**config.mk**
```make
export PLATFORM = sky130hd
export DESIGN_NAME = score_sequencer
export DESIGN_NICKNAME = d
export VERILOG_FILES = /design/src/rtl/composer_pkg.sv /design/src/rtl/note_ram.sv /design/src/rtl/score_sequencer.sv
export SDC_FILE = /design/constraint.sdc
export NUM_CORES = 1
export LEC_CHECK = 0
export BUFFER_PORTS_ARGS = -buffer_cell sky130_fd_sc_hd__buf_2
export CORE_MARGIN = 3
export CORE_UTILIZATION = 30
export CTS_CLUSTER_SIZE = 24
export DETAILED_ROUTE_END_ITERATION = 12
export PLACE_DENSITY = 0.47
export SETUP_SLACK_MARGIN = 0.3
export SYNTH_ARGS = -nofsm -noshare
export SYNTH_HDL_FRONTEND = slang
export SYNTH_SLANG_ARGS = --single-unit
```
**constraint.sdc**
```tcl
create_clock -name CLOCK_50 -period 4.1 [get_ports CLOCK_50]
set_input_delay 0.82 -clock CLOCK_50 [delete_from_list [all_inputs] [get_ports CLOCK_50]]
set_output_delay 0.82 -clock CLOCK_50 [all_outputs]
set_load 0.1 [all_outputs]
```
**src/rtl/composer_pkg.sv**
```systemverilog
// composer_pkg: shared definitions for the piano composer datapath.
// Holds the note code width, the note code map (0 = rest, C4..C5 chromatic),
// the playback sequencer state encoding and the default note slot length.
// No ports.
package composer_pkg;

  localparam int NOTE_W             = 5;
  localparam int TICKS_PER_NOTE_DEF = 8;

  localparam logic [NOTE_W-1:0] NOTE_REST = 5'd0;
  localparam logic [NOTE_W-1:0] NOTE_C4   = 5'd1;
  localparam logic [NOTE_W-1:0] NOTE_CS4  = 5'd2;
  localparam logic [NOTE_W-1:0] NOTE_D4   = 5'd3;
  localparam logic [NOTE_W-1:0] NOTE_DS4  = 5'd4;
  localparam logic [NOTE_W-1:0] NOTE_E4   = 5'd5;
  localparam logic [NOTE_W-1:0] NOTE_F4   = 5'd6;
  localparam logic [NOTE_W-1:0] NOTE_FS4  = 5'd7;
  localparam logic [NOTE_W-1:0] NOTE_G4   = 5'd8;
  localparam logic [NOTE_W-1:0] NOTE_GS4  = 5'd9;
  localparam logic [NOTE_W-1:0] NOTE_A4   = 5'd10;
  localparam logic [NOTE_W-1:0] NOTE_AS4  = 5'd11;
  localparam logic [NOTE_W-1:0] NOTE_B4   = 5'd12;
  localparam logic [NOTE_W-1:0] NOTE_C5   = 5'd13;

  typedef enum logic [1:0] {
    IDLE   = 2'd0,
    SOUND  = 2'd1,
    GAP    = 2'd2,
    FINISH = 2'd3
  } seq_state_t;

endpackage

```
**src/rtl/note_ram.sv**
```systemverilog
// note_ram: DEPTH x NOTE_W note store. Synchronous write, asynchronous read,
// no reset (contents are don't-care until written).
// Ports:
//   clk_i   - system clock
//   we_i    - write enable
//   waddr_i - write address
//   wdata_i - note code to store
//   raddr_i - read address
//   rdata_o - note code at raddr_i (combinational)
module note_ram
  import composer_pkg::*;
#(
  parameter int DEPTH  = 16,
  parameter int ADDR_W = 4
) (
  input  logic              clk_i,
  input  logic              we_i,
  input  logic [ADDR_W-1:0] waddr_i,
  input  logic [NOTE_W-1:0] wdata_i,
  input  logic [ADDR_W-1:0] raddr_i,
  output logic [NOTE_W-1:0] rdata_o
);

  logic [NOTE_W-1:0] mem_q [DEPTH];

  always_ff @(posedge clk_i) begin
    if (we_i) mem_q[waddr_i] <= wdata_i;
  end

  assign rdata_o = mem_q[raddr_i];

endmodule

```
**src/rtl/score_sequencer.sv**
```systemverilog
// score_sequencer: note store and playback sequencer between the PS/2 note
// decoder and the piano tone generator.
// In IDLE, notes are appended (insert_en && note_valid) or the last note is
// removed (delete_en). On play_en the stored notes are streamed out, each note
// taking TICKS_PER_NOTE tick strobes: TICKS_PER_NOTE-1 sounding, 1 silent gap.
// Optional build macro: LOOP_PLAY_EN -- when defined, playback wraps back to the
// first note while play_en is still high at the end of the last note.
// Ports:
//   CLOCK_50        in   system clock
//   reset           in   asynchronous active-high reset
//   tick            in   one-cycle 16 Hz strobe
//   note_valid      in   note_code strobe
//   note_code       in   decoded key (0 = rest)
//   insert_en       in   record mode level
//   delete_en       in   remove-last-note request
//   play_en         in   play request level
//   insert_ack      out  one-cycle pulse, a note was stored
//   is_full         out  count == DEPTH
//   is_empty        out  count == 0
//   count           out  stored note count
//   play_active     out  high in SOUND or GAP
//   play_note       out  note to the tone generator
//   play_note_valid out  tone generator should sound play_note
//   play_done       out  one-cycle pulse, playback finished
//
// state  | meaning
// IDLE   | editing allowed, waiting for play_en
// SOUND  | current note sounding, counting ticks
// GAP    | one-tick silent articulation gap after each note
// FINISH | playback over, waiting for play_en to drop
module score_sequencer
  import composer_pkg::*;
#(
  parameter int DEPTH          = 16,
  parameter int ADDR_W         = 4,
  parameter int TICKS_PER_NOTE = TICKS_PER_NOTE_DEF
) (
  input  logic              CLOCK_50,
  input  logic              reset,
  input  logic              tick,
  input  logic              note_valid,
  input  logic [NOTE_W-1:0] note_code,
  input  logic              insert_en,
  input  logic              delete_en,
  input  logic              play_en,
  output logic              insert_ack,
  output logic              is_full,
  output logic              is_empty,
  output logic [ADDR_W:0]   count,
  output logic              play_active,
  output logic [NOTE_W-1:0] play_note,
  output logic              play_note_valid,
  output logic              play_done
);

  localparam int CNT_W  = ADDR_W + 1;
  localparam int TCNT_W = (TICKS_PER_NOTE > 2) ? $clog2(TICKS_PER_NOTE) : 1;

  seq_state_t        state_q, state_d;
  logic [CNT_W-1:0]  count_q, count_d;
  logic [ADDR_W-1:0] rd_idx_q, rd_idx_d;
  logic [TCNT_W-1:0] tick_cnt_q, tick_cnt_d;
  logic [NOTE_W-1:0] play_note_q, play_note_d;
  logic              insert_ack_q, insert_ack_d;
  logic              play_done_q, play_done_d;

  logic              ram_we;
  logic [NOTE_W-1:0] ram_rdata;
  logic              full, empty, last_note;

  assign full      = (count_q == CNT_W'(DEPTH));
  assign empty     = (count_q == '0);
  assign last_note = ({1'b0, rd_idx_q} == (count_q - CNT_W'(1)));

  // Read address follows the next rd_idx so play_note is registered in the
  // same edge that enters (or re-enters) SOUND.
  note_ram #(
    .DEPTH  (DEPTH),
    .ADDR_W (ADDR_W)
  ) u_note_ram (
    .clk_i   (CLOCK_50),
    .we_i    (ram_we),
    .waddr_i (count_q[ADDR_W-1:0]),
    .wdata_i (note_code),
    .raddr_i (rd_idx_d),
    .rdata_o (ram_rdata)
  );

  always_ff @(posedge CLOCK_50 or posedge reset) begin
    if (reset) begin
      state_q      <= IDLE;
      count_q      <= '0;
      rd_idx_q     <= '0;
      tick_cnt_q   <= '0;
      play_note_q  <= '0;
      insert_ack_q <= 1'b0;
      play_done_q  <= 1'b0;
    end else begin
      state_q      <= state_d;
      count_q      <= count_d;
      rd_idx_q     <= rd_idx_d;
      tick_cnt_q   <= tick_cnt_d;
      play_note_q  <= play_note_d;
      insert_ack_q <= insert_ack_d;
      play_done_q  <= play_done_d;
    end
  end

  always_comb begin
    state_d      = state_q;
    count_d      = count_q;
    rd_idx_d     = rd_idx_q;
    tick_cnt_d   = tick_cnt_q;
    insert_ack_d = 1'b0;
    play_done_d  = 1'b0;
    ram_we       = 1'b0;

    unique case (state_q)
      IDLE: begin
        // Delete has priority over a same-cycle insert.
        if (delete_en && !empty) begin
          count_d = count_q - CNT_W'(1);
        end else if (insert_en && note_valid && !full) begin
          ram_we       = 1'b1;
          count_d      = count_q + CNT_W'(1);
          insert_ack_d = 1'b1;
        end
        if (play_en) begin
          if (empty) begin
            state_d     = FINISH;
            play_done_d = 1'b1;
          end else begin
            state_d    = SOUND;
            rd_idx_d   = '0;
            tick_cnt_d = '0;
          end
        end
      end
      SOUND: begin
        if (tick) begin
          if (tick_cnt_q == TCNT_W'(TICKS_PER_NOTE - 2)) state_d = GAP;
          else tick_cnt_d = tick_cnt_q + TCNT_W'(1);
        end
      end
      GAP: begin
        if (tick) begin
          if (last_note) begin
`ifdef LOOP_PLAY_EN
            if (play_en) begin
              state_d    = SOUND;
              rd_idx_d   = '0;
              tick_cnt_d = '0;
            end else begin
              state_d     = FINISH;
              play_done_d = 1'b1;
            end
`else
            state_d     = FINISH;
            play_done_d = 1'b1;
`endif
          end else begin
            state_d    = SOUND;
            rd_idx_d   = rd_idx_q + ADDR_W'(1);
            tick_cnt_d = '0;
          end
        end
      end
      FINISH: begin
        // Holding play_en here keeps a level-held request from retriggering.
        if (!play_en) state_d = IDLE;
      end
      default: state_d = IDLE;
    endcase

    play_note_d = (state_d == SOUND) ? ram_rdata : '0;
  end

  assign insert_ack      = insert_ack_q;
  assign is_full         = full;
  assign is_empty        = empty;
  assign count           = count_q;
  assign play_active     = (state_q == SOUND) || (state_q == GAP);
  assign play_note       = play_note_q;
  assign play_note_valid = (state_q == SOUND) && (play_note_q != '0);
  assign play_done       = play_done_q;

endmodule

```
* Word-level counts from Yosys, hierarchy flattened *
Memory sizes are Yosys's and may differ from the RTL's.
Index checks and enable logic that the tools add are counted.
Widths: inputs -> output; s select.

word-level totals
  flip-flop bits (word level) = 21
  output and inout bits = 16
  RAM bits = 80
  memories kept = 1

memories
  name              depth  bits a word  rd ports  clocked after memory_dff  wr ports  RTL line        source
  u_note_ram.mem_q  16     5            1         0                         1         note_ram.sv:24  logic [NOTE_W-1:0] mem_q [DEPTH];

cells by class
  reduce and logical (&&, ||, !) cells = 14
  mux-type cells = 33
  equal/unequal tests = 13
  add/sub/neg operators = 4

operator list
  cell                 number
  $mux 3               6
  $mux 4               4
  $mux 5               3
  $mux 2               7
  $ne 2x2->1 const B   6
  $mux 1               9
  $pmux 3 s3           1
  $pmux 2 s4           1
  $pmux 4 s2           1
  $reduce_and 7->1     1
  $add 5x1->5 const B  1
  $eq 4x5->1           1
  $eq 5x5->1 const B   1
  $logic_not 5->1      1
  $reduce_bool 5->1    1
  $sub 5x1->5 const B  1
  $add 4x1->4 const B  1
  $eq 2x1->1 const B   2
  $eq 2x2->1 const B   2
  $logic_and 1x1->1    4
  $add 3x1->3 const B  1
  $eq 3x3->1 const B   1
  $reduce_bool 3->1    1
  $logic_not 1->1      2
  other kinds (5)      5

* Logic depth before layout (Yosys ltp) *
  word-level depth = 8
  depth in mapped cells = 13
  gate-level depth less buffers = 11

* Cells and area by module *
Synthesis repeated with hierarchy kept, for this count alone.

second synthesis, totals
  cell total of the unflattened synthesis = 302
  area total of the unflattened synthesis = 4569.4 um^2

modules (own cells, without submodules)
  module           times used  area each (um^2)  seq. area each (um^2)  cells an instance
  note_ram         1           3113.0            2402.3                 150
  score_sequencer  1           1456.4            525.5                  152

* Least setup slack after synthesis *
No wires, ideal clock.

  path type = register to register
  start = reg count_q[0], in the netlist count[0]
  end = mem u_note_ram.mem_q[15][0] (enable)
  stages on the path, launching flop included = 8
  setup slack = 439 ps
  path buffers = 0
  data required time = 3815 ps
  library setup time = 285 ps
  arrival = 3376 ps
  period minus slack after synthesis = 3661 ps
  path through = dfrtp_1 > inv_1 > ha_1 > nand2_1 > nor2_1 > nor2_1 > o21ai_1 > nor3_1

on the way
  cells in the longest elaborated chain, start to end = 8
  elaborated cells between the ends (all ways) = 11

ends and longest elaborated chain
  element                       RTL line                source
  start: declaration            score_sequencer.sv:60   logic [CNT_W-1:0] count_q, count_d;
  start signal: assignment      score_sequencer.sv:100  count_q <= count_d;
  $eq 5x5->1                    score_sequencer.sv:71   assign full = (count_q == CNT_W'(DEPTH));
  via is_full                   score_sequencer.sv:47   output logic is_full,
  $logic_not 1->1               score_sequencer.sv:123  end else if (insert_en && note_valid && !full) begin
  $logic_and 1x1->1             score_sequencer.sv:123
  $mux 1                        score_sequencer.sv:123
  $mux 1                        score_sequencer.sv:121  if (delete_en && !empty) begin
  $mux 1                        score_sequencer.sv:118  unique case (state_q)
  $mux 1                        note_ram.sv:27          if (we_i) mem_q[waddr_i] <= wdata_i;
  $mux 1 (implied by the code)  note_ram.sv:27
  end: declaration              note_ram.sv:24

The timed path passes the listed nets, and every way through them passes these cells.

* Worst setup path after layout *
  start = reg count_q[0], in the netlist count[0]
  end = reg play_note_q[1], in the netlist play_note[1]

on the way
  cells in the longest elaborated chain, start to end = 7
  elaborated cells between the ends (all ways) = 16

ends and longest elaborated chain
  element                                            RTL line                source
  $sub 5x1->5                                        score_sequencer.sv:73   assign last_note = ({1'b0, rd_idx_q} == (count_q - CNT_W'(1)));
  $eq 4x5->1                                         score_sequencer.sv:73
  $mux 4 / $mux 2 (equally long branches)            score_sequencer.sv:147  if (last_note) begin
  $mux 4 / $mux 2 (equally long branches)            score_sequencer.sv:146  if (tick) begin
  $pmux 4 s2 / $pmux 2 s4 (equally long branches)    score_sequencer.sv:118
  $mem_v2 16x5 / $eq 2x1->1 (equally long branches)  --
  $mux 5 *                                           score_sequencer.sv:175  play_note_d = (state_d == SOUND) ? ram_rdata : '0;
  via play_note_d[1]                                 score_sequencer.sv:63   logic [NOTE_W-1:0] play_note_q, play_note_d;
  end signal: assignment                             score_sequencer.sv:103  play_note_q <= play_note_d;
  end: declaration                                   score_sequencer.sv:63

Mark *: on every way through the listed nets, which the timed path passes. The rest lies on a longest branch.
A chain may end at the register's enable or synchronous reset.

==> metrics.md <==
| Metric | Value |
|---|---|
| Die W | `131 um` |
| Final setup vio count | `0` |
| Ant. Diodes | `0` |
| All-Layer GR Usage | `13.5%` |
| Setup crit start kind | `register` |
| Hold Slack | `546 ps` |
| Top Ports | `28` |
| Synthesized area | `4670 sq um` |
| Vias in the first global route | `2861` |
| Via/cell ratio | `5.03` |
| 1st-pass router iterations | `5` |
| Max-slew headroom | `37.8%` |
| DRT antenna net count | `0` |
| Yosys cell types | `54` |
| CP Class | `reg2reg` |
| Power, Total | `3.82 mW` |
| Post-synthesis cell count | `350` |
| Grt ovf | `0` |
| Syn_nets | `374` |
| Layout area overhead | `12.7%` |
| Post-DP HPWL | `7320 um` |
| CP endpoint kind | `register` |
| Hold_buf cts | `0` |
| Worst hold-check path type | `reg2reg` |
| Initial antenna violation count | `0` |
| Total routed wirelength | `10700 um` |
| Layout cells sized above 1 | `19.1%` |
| Initial Utilization | `31.4%` |
| Die area | `17100 sq um` |
| Clock buffer count from CTS | `9` |
| TritonCTS clock tree | `built` |
| Crit path DAT | `3650 ps` |
| Drt drc | `0` |
| TritonCTS Sinks | `101` |
| Yosys warnings | `0` |
| Fin worst setup slack | `668 ps` |
| Critical Path RT | `4320 ps` |
| Result of the run | `finished, final reports clean` |
| Fillers | `1439` |
| Fin. max-slew vios | `0` |
| Seq/Total Area, Yosys | `62.7%` |
| Post-synth EDFFs | `80` |
| Clock skew | `10.2 ps` |
| Starting DRT DRC Count | `206` |
| RSZ-0062 raised after global routing | `false` |
| Setup WS pre-CTS | `500 ps` |
| F_max | `291 MHz` |
| Multi-input combinational cell area | `1590 sq um` |
| CTS clk-pin slew, worst paths | `70 ps` |
| Non-Filler Instances | `567` |
| Tmin final | `3430 ps` |
| CTS root buffer | `clkbuf_16` |
| Final #Nets | `403` |
| Gpl congestion | `0.752` |
| PortBufs | `27` |
| Skew-Pair Late Insertion Delay | `350 ps` |
| Placed Area | `4980 sq um` |
| Drt wl/cell | `19.0 um` |
| # placed instances | `552` |
| Pwr/cell area | `725 nW/um^2` |
| Worst-Margin Slew | `932 ps` |
| First-pass GRT wire length | `16900 um` |
| Peak supply drop | `0.298 mV` |
| Sum Neg Setup Slack | `0 ps` |
| Die height | `131 um` |
| Asr flop ratio synth | `20.8%` |
| MaxCap Viol Count | `0` |
| Post-route cell area | `5260 sq um` |
| Number of setup buffers added after CTS | `0` |
| H-Tree Depth | `3` |
| Period utilization | `83.7%` |
| Register Area | `2930 sq um` |
| Clock buffer depth | `2` |
| Syn_area_per_cell | `13.3 sq um` |
| Register bit total from synthesis | `101` |
| Core area | `14900 sq um` |
| Final hold vios | `0` |
| Core Rows | `44` |
| Largest net degree at the start of global routing | `42` |
| Fin util | `35.4%` |
| Top FF cell, synth | `edfxtp_1` |
| Max FO, Critical Path | `37` |
| Leakage | `1.95 nW` |
| Total number of vias | `2851` |
==> state kept, by name, summed over array words and instances (netlist names) <==
register and count:
u_note_ram.mem_q 80, count 5, play_note 5, rd_idx_q 4, tick_cnt_q 3, state_q 2, insert_ack 1, play_done 1
==> worst max-delay path: stages, from the launching register on <==
cell and delay, ps:
dfrtp_1 480, inv_1 140, ha_1 270, or4b_1 620, a31oi_4 290, nor2b_1 80
o21ai_2 80, nand2_4 80, inv_6 300, mux2i_1 310, a221oi_1 110, or4_1 530
==> cell type report <==
| cell class | instances | share of cell area [%] |
|---|---|---|
| Clock buffer | 9 | 4.28 |
| Clock inverter | 6 | 0.737 |
| Inverter | 16 | 1.24 |
| Timing Repair Buffer | 33 | 3.42 |
| Sequential cell | 101 | 55.6 |
| Tap cell | 184 | 4.38 |
| Multi-Input combinational cell | 218 | 30.3 |
==> Yosys cell counts, drive strengths merged (2+ instances only) <==
library cell	instances	area (sq um)
edfxtp	80	2400
nand2	39	154
a21oi	36	188
dfrtp	21	526
a221oi	20	206
mux2i	20	200
nor2	20	75.1
inv	16	62.6
ha	12	150
buf	8	63.8
nor3	8	56.3
clkbuf	7	30.0
nand3	7	35.0
o21ai	6	33.8
xor2	6	52.6
or4	5	37.5
xnor2	5	43.8
o22ai	4	37.5
a31oi	3	48.8
nor2b	3	18.8
and3	2	17.5
mux2	2	22.5
nand2b	2	12.5
nand3b	2	18.8
nand4	2	12.5
o21bai	2	18.8
==> per-layer routing <==
metal | wire length [um] | vias to the layer above | global-route usage (%)
li1 | - | 1373 | -
met1 | 5070 | 1403 | 18.7
met4 | 158 | 0 | 4.72
met2 | 5070 | 64 | 20.8
met3 | 453 | 11 | 3.21
met5 | 0 | - | 0
==> path summary, 6_finish.rpt <==
path | from | end | slack, ps | cells past startpoint
worst max register to register | count[0] | play_note[1] | 670 | 11
worst min register to register | tick_cnt_q[2] | tick_cnt_q[2] | 550 | 1
worst max-delay path | count[0] | play_note[1] | 670 | 11
max in group asynchronous | reset | count[0] | 2850 | 2
worst min-delay path | tick_cnt_q[2] | tick_cnt_q[2] | 550 | 1
min in group asynchronous | reset | tick_cnt_q[1] | 670 | 2
==> power breakdown <==
part / total, mW / internal, mW / switching [mW]
clock network: 0.780 / 0.407 / 0.373
registers: 1.30 / 1.19 / 0.116
logic: 1.74 / 0.515 / 1.22
total: 3.82 / 2.11 / 1.71
==> logic make-up (layout without fill, tap and decap cells) <==
family                   Yosys count  after routing  synth area share, %
AO/OA/AOI/OAI                     77             77                 12.9
XOR/XNOR                          12             12                 2.55
adder cells (fa/ha/maj)           12             12                 3.22
buffers and inverters             31             64                 3.35
flip-flops                       101            101                 62.7
multiplexers                      22             22                 4.77
AND/OR/NAND/NOR                   95             95                 10.5
==> layout by cell type, fill, tap and decap left out, types with 6 or more instances in the layout <==
master      n
a21oi_1    34
a221oi_1   15
buf_2      27
buf_4       6
clkbuf_16   9
dfrtp_1    21
edfxtp_1   80
ha_1       12
inv_1      15
mux2i_1    20
nand2_1    38
nand3_1     7
nor2_1     20
nor3_1      6
xor2_1      6
==> repair_timing <==
item                       4_1_cts  5_1_grt
setup endpoints to repair        0        2
resized for setup                0        2
hold endpoints to repair         0        0
(Power assumes the default switching activity.)
